--- config.mk ---
export PLATFORM = sky130hd
export DESIGN_NAME = dmem_copy_engine_flat
export DESIGN_NICKNAME = d
export VERILOG_FILES = /design/src/rtl/dmem_copy_engine_if.sv /design/src/rtl/dmem_copy_engine.sv /design/src/flat_wrapper.sv
export SDC_FILE = /design/constraint.sdc
export NUM_CORES = 1
export LEC_CHECK = 0
export CAP_MARGIN = 25
export CORE_MARGIN = 1
export CORE_UTILIZATION = 50
export CTS_BUF_LIST = sky130_fd_sc_hd__clkbuf_4 sky130_fd_sc_hd__clkbuf_8 sky130_fd_sc_hd__clkbuf_16
export CTS_CLUSTER_SIZE = 8
export DETAILED_ROUTE_END_ITERATION = 10
export DONT_BUFFER_PORTS = 1
export RECOVER_POWER = 50
export SLEW_MARGIN = 20
export SYNTH_ARGS = -nofsm -noshare
export SYNTH_HDL_FRONTEND = slang
export SYNTH_SLANG_ARGS = --single-unit
--- constraint.sdc ---
create_clock -name clk -period 6.95 [get_ports clk]
set_clock_uncertainty 0.15 [all_clocks]
set_input_delay 0.695 -clock clk [delete_from_list [all_inputs] [get_ports clk]]
set_output_delay 0.695 -clock clk [all_outputs]
set_load 0.02 [all_outputs]
--- src/rtl/dmem_copy_engine_if.sv ---
// Data-memory port bundle between the copy engine (master) and the arbiter/dmem (slave).
interface dmem_copy_engine_if;
  localparam int unsigned DATA_W = 32;

  logic              mem_req;
  logic              mem_gnt;
  logic              mem_we;
  logic [DATA_W-1:0] mem_a;
  logic [DATA_W-1:0] mem_wd;
  logic [DATA_W-1:0] mem_rd;

  modport master (output mem_req, mem_we, mem_a, mem_wd, input mem_gnt, mem_rd);
  modport slave  (input mem_req, mem_we, mem_a, mem_wd, output mem_gnt, mem_rd);
endinterface

--- src/rtl/dmem_copy_engine.sv ---
// Word-granular block copy through the shared data-memory port.
// Each word is read, captured, then written; every access waits for the arbiter grant.
module dmem_copy_engine #(
  parameter int unsigned LEN_W = 12
) (
  input  logic                 clk,
  input  logic                 reset,
  input  logic                 start,
  input  logic [31:0]          src_addr,
  input  logic [31:0]          dst_addr,
  input  logic [LEN_W-1:0]     len,
  output logic                 busy,
  output logic                 done,
  output logic                 err,
  dmem_copy_engine_if.master   mem
);
  localparam int unsigned ADDR_W = 32;

  typedef enum logic [2:0] {S_IDLE, S_RD, S_CAP, S_WR, S_DONE} state_t;

  state_t              state, state_nx;
  logic [ADDR_W-1:0]   src_ptr, src_nx;
  logic [ADDR_W-1:0]   dst_ptr, dst_nx;
  logic [LEN_W-1:0]    remaining, rem_nx;
  logic [31:0]         buffer, buf_nx;
  logic                err_nx, busy_nx, done_nx;
  logic                req_nx, we_nx;
  logic [ADDR_W-1:0]   a_nx;
  logic [31:0]         wd_nx;

  // State and datapath registers; every output is a flop
  always_ff @(posedge clk or posedge reset) begin
    if (reset) begin
      state       <= S_IDLE;
      src_ptr     <= '0;
      dst_ptr     <= '0;
      remaining   <= '0;
      buffer      <= '0;
      busy        <= 1'b0;
      done        <= 1'b0;
      err         <= 1'b0;
      mem.mem_req <= 1'b0;
      mem.mem_we  <= 1'b0;
      mem.mem_a   <= '0;
      mem.mem_wd  <= '0;
    end else begin
      state       <= state_nx;
      src_ptr     <= src_nx;
      dst_ptr     <= dst_nx;
      remaining   <= rem_nx;
      buffer      <= buf_nx;
      busy        <= busy_nx;
      done        <= done_nx;
      err         <= err_nx;
      mem.mem_req <= req_nx;
      mem.mem_we  <= we_nx;
      mem.mem_a   <= a_nx;
      mem.mem_wd  <= wd_nx;
    end
  end

  // Next state, datapath and next-output values
  always_comb begin
    state_nx = state;
    src_nx   = src_ptr;
    dst_nx   = dst_ptr;
    rem_nx   = remaining;
    buf_nx   = buffer;
    err_nx   = err;

    case (state)
      S_IDLE: begin
        if (start) begin
          if ((src_addr[1:0] != 2'b00) || (dst_addr[1:0] != 2'b00) || (len == '0)) begin
            state_nx = S_DONE;
            err_nx   = 1'b1;
          end else begin
            state_nx = S_RD;
            src_nx   = src_addr;
            dst_nx   = dst_addr;
            rem_nx   = len;
            err_nx   = 1'b0;
          end
        end
      end
      S_RD: begin
        if (mem.mem_gnt) begin
          src_nx   = src_ptr + ADDR_W'(4);
          state_nx = S_CAP;
        end
      end
      S_CAP: begin
        buf_nx   = mem.mem_rd;
        state_nx = S_WR;
      end
      S_WR: begin
        if (mem.mem_gnt) begin
          dst_nx   = dst_ptr + ADDR_W'(4);
          rem_nx   = remaining - LEN_W'(1);
          state_nx = (remaining == LEN_W'(1)) ? S_DONE : S_RD;
        end
      end
      S_DONE:  state_nx = S_IDLE;
      default: state_nx = S_IDLE;
    endcase

    // Outputs follow the state being entered so they line up with it once registered
    req_nx  = (state_nx == S_RD) || (state_nx == S_WR);
    we_nx   = (state_nx == S_WR);
    busy_nx = (state_nx == S_RD) || (state_nx == S_CAP) || (state_nx == S_WR);
    done_nx = (state_nx == S_DONE);
    a_nx    = mem.mem_a;
    wd_nx   = mem.mem_wd;
    if (state_nx == S_RD) begin
      a_nx = src_nx;
    end else if (state_nx == S_WR) begin
      a_nx  = dst_nx;
      wd_nx = buf_nx;
    end
  end
endmodule

--- src/flat_wrapper.sv ---
// flat-port wrapper written by rule: the top's interface ports become plain ports
module dmem_copy_engine_flat 
#(
  parameter int unsigned LEN_W = 12
)
  (clk, reset, start, src_addr, dst_addr, len, busy, done, err, mem_mem_req, mem_mem_we, mem_mem_a, mem_mem_wd, mem_mem_gnt, mem_mem_rd);
  dmem_copy_engine_if mem_i ();
  input  logic clk;
  input  logic reset;
  input  logic start;
  input  logic [31:0] src_addr;
  input  logic [31:0] dst_addr;
  input  logic [LEN_W-1:0] len;
  output logic busy;
  output logic done;
  output logic err;
  output wire logic [$bits(mem_i.mem_req)-1:0] mem_mem_req;
  output wire logic [$bits(mem_i.mem_we)-1:0] mem_mem_we;
  output wire logic [$bits(mem_i.mem_a)-1:0] mem_mem_a;
  output wire logic [$bits(mem_i.mem_wd)-1:0] mem_mem_wd;
  input wire logic [$bits(mem_i.mem_gnt)-1:0] mem_mem_gnt;
  input wire logic [$bits(mem_i.mem_rd)-1:0] mem_mem_rd;
  assign mem_mem_req = mem_i.mem_req;
  assign mem_mem_we = mem_i.mem_we;
  assign mem_mem_a = mem_i.mem_a;
  assign mem_mem_wd = mem_i.mem_wd;
  assign mem_i.mem_gnt = mem_mem_gnt;
  assign mem_i.mem_rd = mem_mem_rd;
  dmem_copy_engine #(.LEN_W(LEN_W)) u_core (.clk(clk), .reset(reset), .start(start), .src_addr(src_addr), .dst_addr(dst_addr), .len(len), .busy(busy), .done(done), .err(err), .mem(mem_i));
endmodule
==> qor.txt <==
outcome = complete, but fails checks
failing checks = max-capacitance violations, max-slew violations
# setup viols final = 0
Reg2Reg Depth = 6
Post-CTS Resized = 0
Antenna diodes = 0
Max Cap Violations = 1
fin crit share = 52.8%
CTS tree = built
number of enable flip-flop cells after synthesis = 0
Post-CTS Setup Inserts = 0
CP top delay family = buffers and inverters
Initial Util = 51.0%
CP endpoint kind = async pin
Routed WL = 26800 µm
Main synth FF type = dfrtp_1
Placeable Area = 0.0180 mm²
Netlist Area Pre-Place = 0.00916 mm²
number of global-route vias before repair = 7151
Buf/Inv on CP = 2
layout cells sized above 1 = 10.7%
Reg-to-Reg End = u_core.mem.mem_a[26]
Peak VDD IR = 0.000344 V
hold-fix buffers at CTS = 0
largest net degree at the start of global routing = 104
number of CTS-inserted buffers = 17
DIE AREA = 0.0189 mm²
Syn Nets = 1070
global-route wire length before repair = 40700 µm
Final HPWL DP = 19100 µm
clock buffer depth = 2
Chip Width = 137 µm
clock tree sinks = 180
Setup CP Type = primary input to async pin
Leak = 0.00426 µW
area grow syn2layout = 8.08%
Worst path slowest cell = clkinvlp_2
Req. time, crit path = 7230 ps
PortBufs = 0
Slew HR = -193%
Setup Total Neg Slack = 0 ps
RSZ-0062 raised after global routing = false
GRT overflow = 0
Synth Register Bits = 180
overall routing resource usage = 29.0%
worst slew pin tran = 4370 ps
routed vias = 7427
nets@finish = 1037
Hold EP = u_core.dst_ptr[13]
DRT iter0 DRCs = 720
sequential share of the synthesized area = 49.2%
placer congestion estimate = 0.879
fmax = 0.272 GHz
Hold Crit Start = dst_addr[13]
crit path DAT = 3950 ps
Tmin final = 3670 ps
share of synthesized registers carrying an async set or reset = 100%
type of origin of the critical path = primary input
Rows = 49
residual DRC count = 0
H-tree levels = 4
clk slew on worst S/H paths = 80 ps
antenna violations before repair = 0
HP Class = primary input to register
Slew Limit Fails = 104
Final Cell Area = 0.00990 mm²
Max FO, Critical Path = 103
Die Y = 137 µm
worst skew pair latency = 430 ps
Wirelength per Cell = 23.0 µm
Antenna Nets Post-Route = 0
CP Cell Sequence = clkinvlp_2 > buf_6
clk root buf = clkbuf_16
reg-to-reg critical path startpoint = u_core.state[0]
mean area per synthesized cell = 9.61 µm²
Synth Warn # = 0
pwr dens = 490 mW/mm²
TritonRoute pass-1 iters = 6
Final Hold Fails = 0
reg2reg setup slack = 3340 ps
max incr delay on CP = 2390 ps
area post-placement = 0.00928 mm²
Cells after Synth = 954
Yosys cell types = 76
hold path cells = 1
io pins = 181
via/cell ratio = 6.39
state kept, by name, indices dropped and copies added, names as in the netlist:
| register | flops |
|---|---|
| u_core.mem.mem_a | 32 |
| u_core.dst_ptr | 32 |
| u_core.remaining | 12 |
| u_core.mem.mem_we | 1 |
| u_core.err | 1 |
| u_core.mem.mem_req | 1 |
| u_core.busy | 1 |
| u_core.state | 3 |
| u_core.done | 1 |
| u_core.src_ptr | 32 |
| u_core.buffer | 32 |
| u_core.mem.mem_wd | 32 |
synth_stat cells, types with 15 or more instances:
cell type  count  area, µm²
and2_1        23        144
dfrtp_1      180       4500
a21o_1        16        120
nor3_1        16       80.1
a221o_1       27        270
nand2_1      177        664
buf_2         15       75.1
nor2_1        43        161
clkbuf_1      36        135
mux2_2        34        383
o21ai_0       41        205
nand3_1       41        205
a21oi_1       43        215
o211ai_1      18        135
nand4_1       22        138
through the flow:
| stage | setup WS, ps | hold WS (ps) | power, µW | instances | util [%] |
|---|---|---|---|---|---|
| final | 3280 | 228 | 4850 | 1163 | 55.1 |
| after global routing | 2550 | 209 | 5130 | 1163 | 55.1 |
| after CTS | 3000 | 192 | 4850 | 1162 | 55.1 |
| after detailed placement | 2980 | 320 | 3850 | 1130 | 51.6 |
| after global placement | 2860 | 318 | 3750 | 1128 | 51.5 |
| after floorplan | 1220 | 298 | 3310 | 954 | - |
kinds of logic after synthesis:
| group | Yosys count | share of synthesized area (%) |
|---|---|---|
| compound gates | 245 | 19.5 |
| xor+xnor | 3 | 0.287 |
| fa+ha+maj | 4 | 0.546 |
| buf+inv | 76 | 3.52 |
| flops | 180 | 49.2 |
| mux | 37 | 4.51 |
| simple gates | 409 | 22.5 |
power breakdown:
part           leakage (µW)  switching [µW]  internal (µW)  total (µW)
Clock              0.000298             475            525        1000
Combinational       0.00172            1000            680        1680
Sequential          0.00225             664           1500        2170
Total               0.00426            2140           2710        4850
cells in the final DEF, fill, tap and decap left out, types with 11 or more instances in the layout:
master,count
o22ai_1,13
nand3_1,41
a21oi_1,43
and3_1,11
mux2_2,28
nand4_1,22
o211ai_1,18
nor3_1,16
nor4_1,11
nor2_1,43
and2_1,23
a21o_1,16
and4_1,14
clkbuf_16,17
dfrtp_1,179
or3_1,14
o21ai_0,41
inv_1,12
a221o_1,27
nand2_1,177
how the worst max path moves through the flow:
stage	slack, ps	cells after the start	startpoint	to
final	3280	2	reset	u_core.state[0]
after global routing	2550	2	reset	u_core.state[0]
after CTS	3000	6	u_core.state[0]	u_core.mem.mem_a[26]
after detailed placement	2980	6	u_core.state[0]	u_core.mem.mem_a[26]
after global placement	2860	7	u_core.state[0]	u_core.mem.mem_a[28]
after floorplan	1220	1	reset	u_core.buffer[0]
layout make-up:
| class | instances | area, µm² |
|---|---|---|
| Sequential cell | 180 | 4510 |
| Inverter | 14 | 53.8 |
| Clock inverter | 14 | 183 |
| Fill cell | 1573 | 8060 |
| Tap cell | 229 | 287 |
| Timing Repair Buffer | 10 | 98.8 |
| Clock buffer | 18 | 433 |
| Multi-Input combinational cell | 698 | 4340 |
routing by layer:
| metal | wire length, µm | vias up | global-route usage [%] |
|---|---|---|---|
| met5 | 0 | - | 0 |
| met4 | 282 | 0 | 6.47 |
| met3 | 2540 | 24 | 9.01 |
| met2 | 12700 | 297 | 46.1 |
| met1 | 11200 | 3651 | 38.9 |
| li1 | - | 3455 | - |
(Power assumes the default switching activity.)
